### src/rtl/exc_seq_if.sv
// Decode-side inputs and CP0/PC-side outputs of the trap/return sequencer.
// The slave modport is the sequencer; the master modport is the datapath/CP0 side.
interface exc_seq_if #(
  parameter int CNT_W = 16
);
  logic             inst_valid;
  logic             is_syscall;
  logic             is_break;
  logic             is_teq;
  logic             is_eret;
  logic             teq_eq;
  logic [31:0]      pc;
  logic [31:0]      status;
  logic [31:0]      exc_addr;
  logic             cp0_exception;
  logic             cp0_eret;
  logic [4:0]       cp0_cause;
  logic [31:0]      cp0_pc;
  logic             stall;
  logic             pc_load;
  logic [31:0]      pc_target;
  logic [CNT_W-1:0] trap_cnt;

  modport master (
    output inst_valid, is_syscall, is_break, is_teq, is_eret, teq_eq, pc, status, exc_addr,
    input  cp0_exception, cp0_eret, cp0_cause, cp0_pc, stall, pc_load, pc_target, trap_cnt
  );

  modport slave (
    input  inst_valid, is_syscall, is_break, is_teq, is_eret, teq_eq, pc, status, exc_addr,
    output cp0_exception, cp0_eret, cp0_cause, cp0_pc, stall, pc_load, pc_target, trap_cnt
  );
endinterface

### src/rtl/exc_seq.sv
// Trap/ERET sequencer feeding CP0; trap takes 4 cycles (C0-C3), ERET 2 cycles (C0-C1).
// No backpressure input: stall is raised for the whole sequence to freeze fetch and writes.
module exc_seq #(
  parameter logic [31:0] HANDLER_ADDR = 32'h0040_0004,
  parameter int          CNT_W        = 16
) (
  input logic       clk,
  input logic       rst_n,
  exc_seq_if.slave  bus
);
  typedef enum logic [2:0] {
    IDLE,
    TRAP_LATCH,
    TRAP_COMMIT,
    TRAP_JUMP,
    ERET_RET
  } state_t;

  state_t           state;
  logic             busy;
  logic             exc_q;
  logic             eret_q;
  logic             pc_load_q;
  logic [4:0]       cause_q;
  logic [31:0]      epc_q;
  logic [CNT_W-1:0] cnt_q;

  logic       sys_en;
  logic       brk_en;
  logic       teq_en;
  logic       trap_req;
  logic       eret_req;
  logic [4:0] cause_sel;
  logic       unused_status;

  assign unused_status = ^bus.status[31:4];

  // Requests are gated by rst_n so every output reads 0 while reset is held.
  always_comb begin
    sys_en    = bus.is_syscall & bus.status[1];
    brk_en    = bus.is_break & bus.status[2];
    teq_en    = bus.is_teq & bus.teq_eq & bus.status[3];
    trap_req  = rst_n & bus.inst_valid & bus.status[0] & (sys_en | brk_en | teq_en);
    eret_req  = rst_n & bus.inst_valid & bus.is_eret & ~trap_req;
    cause_sel = sys_en ? 5'd8 : (brk_en ? 5'd9 : 5'd13);
  end

  always_ff @(posedge clk or negedge rst_n) begin
    if (!rst_n) begin
      state     <= IDLE;
      busy      <= 1'b0;
      exc_q     <= 1'b0;
      eret_q    <= 1'b0;
      pc_load_q <= 1'b0;
      cause_q   <= 5'd0;
      epc_q     <= 32'd0;
      cnt_q     <= '0;
    end else begin
      case (state)
        IDLE: begin
          if (trap_req) begin
            state   <= TRAP_LATCH;
            busy    <= 1'b1;
            cause_q <= cause_sel;
            epc_q   <= bus.pc;
          end else if (eret_req) begin
            state     <= ERET_RET;
            busy      <= 1'b1;
            eret_q    <= 1'b1;
            pc_load_q <= 1'b1;
          end
        end
        TRAP_LATCH: begin
          state <= TRAP_COMMIT;
          exc_q <= 1'b1;
          if (cnt_q != '1) cnt_q <= cnt_q + {{(CNT_W-1){1'b0}}, 1'b1};
        end
        TRAP_COMMIT: begin
          state     <= TRAP_JUMP;
          exc_q     <= 1'b0;
          pc_load_q <= 1'b1;
        end
        TRAP_JUMP: begin
          state     <= IDLE;
          busy      <= 1'b0;
          pc_load_q <= 1'b0;
        end
        ERET_RET: begin
          state     <= IDLE;
          busy      <= 1'b0;
          eret_q    <= 1'b0;
          pc_load_q <= 1'b0;
        end
        default: begin
          state     <= IDLE;
          busy      <= 1'b0;
          exc_q     <= 1'b0;
          eret_q    <= 1'b0;
          pc_load_q <= 1'b0;
        end
      endcase
    end
  end

  assign bus.cp0_exception = exc_q;
  assign bus.cp0_eret      = eret_q;
  assign bus.cp0_cause     = cause_q;
  assign bus.cp0_pc        = epc_q;
  assign bus.pc_load       = pc_load_q;
  assign bus.trap_cnt      = cnt_q;
  assign bus.stall         = busy | ((state == IDLE) & (trap_req | eret_req));
  // CP0 only drives EPC onto exc_addr while eret is high, so the return target is passed through live.
  assign bus.pc_target     = !pc_load_q ? 32'd0 :
                             ((state == ERET_RET) ? bus.exc_addr : HANDLER_ADDR);
endmodule
### src/flat_wrapper.sv
// flat-port wrapper written by rule: the top's interface ports become plain ports
module exc_seq_flat 
#(
  parameter logic [31:0] HANDLER_ADDR = 32'h0040_0004,
  parameter int          CNT_W        = 16
)
  (clk, rst_n, bus_inst_valid, bus_is_syscall, bus_is_break, bus_is_teq, bus_is_eret, bus_teq_eq, bus_pc, bus_status, bus_exc_addr, bus_cp0_exception, bus_cp0_eret, bus_cp0_cause, bus_cp0_pc, bus_stall, bus_pc_load, bus_pc_target, bus_trap_cnt);
  exc_seq_if #(.CNT_W(CNT_W)) bus_i ();
  input logic clk;
  input logic rst_n;
  input wire logic [$bits(bus_i.inst_valid)-1:0] bus_inst_valid;
  input wire logic [$bits(bus_i.is_syscall)-1:0] bus_is_syscall;
  input wire logic [$bits(bus_i.is_break)-1:0] bus_is_break;
  input wire logic [$bits(bus_i.is_teq)-1:0] bus_is_teq;
  input wire logic [$bits(bus_i.is_eret)-1:0] bus_is_eret;
  input wire logic [$bits(bus_i.teq_eq)-1:0] bus_teq_eq;
  input wire logic [$bits(bus_i.pc)-1:0] bus_pc;
  input wire logic [$bits(bus_i.status)-1:0] bus_status;
  input wire logic [$bits(bus_i.exc_addr)-1:0] bus_exc_addr;
  output wire logic [$bits(bus_i.cp0_exception)-1:0] bus_cp0_exception;
  output wire logic [$bits(bus_i.cp0_eret)-1:0] bus_cp0_eret;
  output wire logic [$bits(bus_i.cp0_cause)-1:0] bus_cp0_cause;
  output wire logic [$bits(bus_i.cp0_pc)-1:0] bus_cp0_pc;
  output wire logic [$bits(bus_i.stall)-1:0] bus_stall;
  output wire logic [$bits(bus_i.pc_load)-1:0] bus_pc_load;
  output wire logic [$bits(bus_i.pc_target)-1:0] bus_pc_target;
  output wire logic [$bits(bus_i.trap_cnt)-1:0] bus_trap_cnt;
  assign bus_i.inst_valid = bus_inst_valid;
  assign bus_i.is_syscall = bus_is_syscall;
  assign bus_i.is_break = bus_is_break;
  assign bus_i.is_teq = bus_is_teq;
  assign bus_i.is_eret = bus_is_eret;
  assign bus_i.teq_eq = bus_teq_eq;
  assign bus_i.pc = bus_pc;
  assign bus_i.status = bus_status;
  assign bus_i.exc_addr = bus_exc_addr;
  assign bus_cp0_exception = bus_i.cp0_exception;
  assign bus_cp0_eret = bus_i.cp0_eret;
  assign bus_cp0_cause = bus_i.cp0_cause;
  assign bus_cp0_pc = bus_i.cp0_pc;
  assign bus_stall = bus_i.stall;
  assign bus_pc_load = bus_i.pc_load;
  assign bus_pc_target = bus_i.pc_target;
  assign bus_trap_cnt = bus_i.trap_cnt;
  exc_seq #(.HANDLER_ADDR(HANDLER_ADDR), .CNT_W(CNT_W)) u_core (.clk(clk), .rst_n(rst_n), .bus(bus_i));
endmodule
### config.mk
export PLATFORM = sky130hd
export DESIGN_NAME = exc_seq_flat
export DESIGN_NICKNAME = d
export VERILOG_FILES = /design/src/rtl/exc_seq_if.sv /design/src/rtl/exc_seq.sv /design/src/flat_wrapper.sv
export SDC_FILE = /design/constraint.sdc
export NUM_CORES = 1
export LEC_CHECK = 0
export CORE_UTILIZATION = 38
export DETAILED_ROUTE_END_ITERATION = 8
export PLACE_DENSITY = 0.87
export REMOVE_ABC_BUFFERS = 1
export SYNTH_ARGS = -nofsm -noshare
export SYNTH_HDL_FRONTEND = slang
export SYNTH_SLANG_ARGS = --single-unit
### constraint.sdc
create_clock -name clk -period 2.9 [get_ports clk]
set_input_delay 0.29 -clock clk [delete_from_list [all_inputs] [get_ports clk]]
set_output_delay 0.29 -clock clk [all_outputs]
set_load 0.1 [all_outputs]
* Word level (Yosys, flattened, before mapping) *
Index checks and enable logic that the tools add are counted.

cells by class
  bitwise operators = 18
  add/subtract/negate cells = 1
  reductions and logical operators = 9
  equal/unequal tests = 8
  multiplexer cells = 14

operator list
  kind                     count
  $mux W32                 2
  $add A16 B1 Y16 const B  1
  $ne A16 B16 Y1 const B   1
  $and A1 B1 Y1            10
  $mux W3                  3
  $pmux W3 S3              1
  $eq A3 B2 Y1 const B     2
  $pmux W1 S2              3
  $reduce_and A2 Y1        3
  $reduce_and A3 Y1        2
  $reduce_or A3 Y1         2
  $mux W5                  1
  $not A1 Y1               4
  $or A1 B1 Y1             4
  $eq A3 B1 Y1 const B     1
  $eq A3 B3 Y1 const B     1
  $logic_not A3 Y1         1
  $mux W1                  3
  $ne A3 B1 Y1 const B     1
  $pmux W1 S3              1
  $ne A2 B1 Y1 const B     1
  $ne A2 B2 Y1 const B     1
  $reduce_or A2 Y1         1

storage, ports and cells
  bits of input ports = 104
  logic and storage cells = 58
  output and inout port bits = 89
  flip-flop bits (word level) = 60

* Logic depth before layout (Yosys ltp) *
  word-level depth = 9
  mapped depth = 7
  mapped depth without buffers = 5

* Least setup slack after synthesis *
OpenSTA, ideal clock, no wires.

  kind = flip-flop to output port
  from = reg u_core.pc_load_q (netlist: u_core.bus.pc_load)
  to = out bus_pc_target[0]
  cell stages (with the launch flop) = 4
  required time = 2.610 ns
  arrival time = 2.246 ns
  buffers on the path = 1
  setup slack = 0.364 ns
  cells stage by stage = dfrtp_1 > and3_1 > clkbuf_1 > and2_1

on the way
  word-level cells in the longest chain between the ends = 1

ends and longest elaborated chain
  element                 RTL line            source
  from (decl)             exc_seq.sv:23       logic pc_load_q;
  from (signal assigned)  exc_seq.sv:54       pc_load_q <= 1'b0;
  from (signal assigned)  exc_seq.sv:70       pc_load_q <= 1'b1;
  from (signal assigned)  exc_seq.sv:81       pc_load_q <= 1'b1;
  $mux W32                exc_seq.sv:113      assign bus.pc_target = !pc_load_q ? 32'd0 :
  to (decl)               flat_wrapper.sv:26  output wire logic [$bits(bus_i.pc_target)-1:0] bus_pc_target;

Every way passes these cells.

* Worst setup path in the final report *
  from = reg u_core.state[1]
  to = out bus_pc_target[11]

on the way
  word-level cells in the longest chain between the ends = 3

ends and longest elaborated chain
  element                 RTL line        source
  from (decl)             exc_seq.sv:19   state_t state;
  from (signal assigned)  exc_seq.sv:50   state <= IDLE;
  from (signal assigned)  exc_seq.sv:62   state <= TRAP_LATCH;
  from (signal assigned)  exc_seq.sv:67   state <= ERET_RET;
  $eq A3 B3 Y1            exc_seq.sv:114  ((state == ERET_RET) ? bus.exc_addr : HANDLER_ADDR);
  $mux W32                exc_seq.sv:114
  $mux W32                exc_seq.sv:113

Every way passes these cells.

==> tab_implementation.tex <==
\begin{tabular}{lr}
\hline
Metric & Value \\
\hline
\multicolumn{2}{l}{\textbf{STA}} \\
\quad Ratio of final minimum period to clock period & 84.7\% \\
\quad Final count of pins violating max slew & 0 \\
\quad Transition time at the pin with the least slew margin & 0.724 ns \\
\quad Fmax & 407 MHz \\
\quad Number of hold-slack violations in the final timing report & 0 \\
\quad Maximum clock skew at final layout & 0.00618 ns \\
\quad Clock period minus final worst setup slack & 2.46 ns \\
\quad Setup repair after global routing missed its margin & false \\
\quad Worst max-slew margin expressed relative to the limit & about half \\
\quad Final setup violation count & 0 \\
\multicolumn{2}{l}{\textbf{GRT}} \\
\quad Gr usage total & between 10\% and 20\% \\
\quad Residual overflow from global routing & 0 \\
\quad Antenna violations before repair & 0 \\
\quad First-pass GRT wire length & 11400 µm \\
\quad Via count of the first global-routing pass & 2433 \\
\quad Maximum number of pins on one net before global-route repair & just under 60 \\
\multicolumn{2}{l}{\textbf{Die}} \\
\quad Core area & 6830 µm² \\
\quad Count of boundary I/O pins & approximately 190 \\
\quad Rows & 30 \\
\quad Area of the die & 7480 µm² \\
\quad Die Ht & 86.5 µm \\
\quad Starting utilization of the core area & 39.7\% \\
\quad Width of the chip & between 80 and 90 µm \\
\multicolumn{2}{l}{\textbf{Synth}} \\
\quad Simple-gate share of the synthesized area & 19.8\% \\
\quad Sequential cell area fraction in the yosys report & 53.5\% \\
\quad XOR/XNOR Fraction of Synth Area & 3.88\% \\
\quad Average cell area after synthesis & about 12 µm² \\
\quad Number of distinct library cell variants in the gate-level netlist after synthesis & 40 \\
\quad Async set or reset register ratio after synthesis & 100\% \\
\quad Adder-Cell Fraction of Synth Area & 0.461\% \\
\quad Share of cell area taken by muxes after synthesis & 15.0\% \\
\quad Post-Syn Instances & around 230 \\
\quad Post-synth EDFFs & 0 \\
\quad Yosys warnings & 0 \\
\quad Leading register cell type out of synthesis & dfrtp\_1 \\
\quad Complex-gate fraction of the synthesized area & roughly 4.3\% \\
\quad Dominant combinational cell family by area after synthesis & simple AND/OR/NAND/NOR gates \\
\quad Cell area after technology mapping & 2710 µm² \\
\quad Number of storage elements in the synthesis netlist & 58 \\
\multicolumn{2}{l}{\textbf{Placement}} \\
\quad Post-Place Cell Area & 4590 µm² \\
\quad Final RePlAce weighted congestion & 0.862 \\
\quad Total of buffers placed on input and output ports & 162 \\
\quad Final HPWL from detailed placement & approximately 5600 µm \\
\quad Number of instances in the placed design & 481 \\
\multicolumn{2}{l}{\textbf{CTS}} \\
\quad Number of hold buffers added after cts & 0 \\
\quad Number of clock sinks seen by CTS & 58 \\
\quad Largest buffer count on any clock path & 2 \\
\quad Post-CTS setup buffer count & 0 \\
\quad Total CTS buffers & 9 \\
\quad Clock tree from TritonCTS & done \\
\quad H-tree level count & 3 \\
\quad Cell chosen for the clock root & clkbuf\_8 \\
\quad Clock-pin slew of the registers on the worst-case setup and hold paths & around 0.070 ns \\
\quad Latest clock arrival within the worst-skew pair & 0.33 ns \\
\quad CTS resizes & 0 \\
\multicolumn{2}{l}{\textbf{Final layout}} \\
\quad Area growth from synthesis to layout & 76.1\% \\
\quad Proportion of layout cells with a drive suffix above 1 & 36.7\% \\
\quad FILL cells & approximately 500 \\
\quad Non-filler instance count after layout & 497 \\
\quad Antenna diode count & 0 \\
\quad Total Nets Final & 501 \\
\quad Area of all placed cells without fillers & 4770 µm² \\
\multicolumn{2}{l}{\textbf{Critical path}} \\
\quad Required time reported for the critical path endpoint & roughly 2.6 ns \\
\quad Kind of launch point of the worst setup path & register \\
\quad Maximum cell stage delay along the critical path & 0.64 ns \\
\quad Worst Path Buf+Inv & 1 \\
\quad Crit path DAT & 2.17 ns \\
\quad Largest fanout of any net on the critical path & 30 \\
\quad Master of the slowest instance on the critical path & and3\_1 \\
\quad Crit end category & output port \\
\quad Kind of critical path & register to output port \\
\quad Cells along the critical path & nor2\_1 -> and3\_1 -> and2\_1 -> buf\_12 \\
\quad CP top delay family & simple AND/OR/NAND/NOR gates \\
\multicolumn{2}{l}{\textbf{Pwr}} \\
\quad Worst vdd ir & 845 µV \\
\quad Pwr per Cell Area & 1170 nW/µm² \\
\quad Leakage power figure & 2.18 nW \\
\quad Final Power & 5.59 mW \\
\multicolumn{2}{l}{\textbf{Drt}} \\
\quad Final WL & 7190 µm \\
\quad Count of unresolved DRC violations after routing & 0 \\
\quad Initial DRT Pass Iterations & 5 \\
\quad Post-route antenna net violation count & 0 \\
\quad Post-DR vias/cell & 4.85 \\
\quad Number of violations reported at the end of detailed-routing iteration 0 & 90 \\
\quad Via count of the routed design & 2408 \\
\quad Wire length per cell after detailed routing & about 14 µm \\
\multicolumn{2}{l}{\textbf{Status}} \\
\quad Run status & finished clean \\
\multicolumn{2}{l}{\textbf{Run}} \\
\quad Max Cap Violations & 0 \\
\multicolumn{2}{l}{\textbf{Worst hold path}} \\
\quad Hold crit path type & primary input to asynchronous set/reset pin \\
\hline
\end{tabular}
==> stage by stage <==
stage / worst slack, ns / hold WS, ns / util (%) / TNS [ns]
finish: 0.445 / 0.146 / 69.9 / 0
global route: 0.242 / 0.228 / 69.9 / 0
CTS: 0.406 / 0.183 / 69.9 / 0
detailed placement: 0.771 / 0.474 / 67.2 / 0
global placement: 0.815 / 0.453 / 67.2 / 0
floorplan: -1.10 / -0.00559 / - / -3.72
==> cells in the final DEF, fill, tap and decap left out, types with 2 or more instances in the layout <==
cell	synthesis	layout
mux2_2	35	35
o21ai_0	3	3
clkbuf_8	0	12
and2_1	32	32
nand2b_1	3	3
and3_1	3	3
nor3b_1	2	2
o21a_1	2	2
clkinv_2	0	2
a21oi_1	4	4
xor2_1	9	9
a211oi_1	2	2
buf_4	3	59
a21o_1	2	2
clkdlybuf4s50_1	0	74
xnor2_1	3	3
nor3_1	3	3
buf_12	0	31
nand4_1	5	5
nand2_1	13	13
nand3_1	8	8
dfrtp_1	58	58
inv_1	3	3
nor2_1	12	12
conb_1	1	2
clkbuf_1	3	2
==> cell type report <==
| class | instances | area, µm² | share of cell area [%] |
|---|---|---|---|
| Timing Repair Buffer | 165 | 1810 | 37.9 |
| Clock inverter | 2 | 10.0 | 0.210 |
| Multi-Input combinational cell | 159 | 1200 | 25.1 |
| Inverter | 3 | 11.3 | 0.236 |
| Sequential cell | 58 | 1450 | 30.4 |
| Clock buffer | 14 | 173 | 3.62 |
| Tap cell | 96 | 120 | 2.52 |
==> power by group <==
part	switching (mW)	internal, mW	total, mW	leakage (nW)
clock network	0.299	0.378	0.677	0.0965
registers	0.235	1.12	1.36	0.734
logic	2.75	0.806	3.55	1.35
==> metal layers <==
layer	wire, µm	global-route usage (%)
met5	0	0
met4	163	9.09
met3	630	7.24
met2	3710	35.0
met1	2680	21.1
==> state kept, by name (all words and copies together), names as in the netlist <==
name,flops
u_core.bus.cp0_cause,3
u_core.bus.cp0_eret,1
u_core.bus.cp0_exception,1
u_core.bus.cp0_pc,32
u_core.bus.pc_load,1
u_core.bus.trap_cnt,16
u_core.busy,1
u_core.state,3
==> kinds of logic after synthesis <==
logic type	after synthesis
and+or+nand+nor	91
DFF	58
muxes	36
AOI/OAI and AO/OA	17
buffers and inverters	15
xor gates and xnor gates	12
adders and majority gates	1
other	1
==> synth_stat cells, drive strengths merged, types with 4 or more instances <==
cell / n / share of area [%]
nor2: 12 / 1.7
mux2: 36 / 15
xor2: 9 / 2.9
nor3: 4 / 0.92
nand2: 13 / 1.8
dfrtp: 58 / 54
buf: 9 / 2.2
a21oi: 4 / 0.74
and2: 32 / 7.4
nand4: 5 / 1.2
nand3: 8 / 1.5
==> path summary, 6_finish.rpt <==
check                                         start                 endpoint  slack [ns]  cells after the start
worst max-delay path                u_core.state[1]        bus_pc_target[11]        0.44                      4
min in group clk                u_core.bus.cp0_eret      u_core.bus.cp0_eret        0.49                      1
worst max register to register      u_core.state[2]  u_core.bus.trap_cnt[11]        0.99                      4
worst min-delay path                          rst_n   u_core.bus.trap_cnt[5]        0.15                      2
max in group asynchronous                     rst_n    u_core.bus.cp0_pc[20]        2.26                      2
worst min register to register  u_core.bus.cp0_eret      u_core.bus.cp0_eret        0.49                      1
Power figures use the tool's default switching activity.
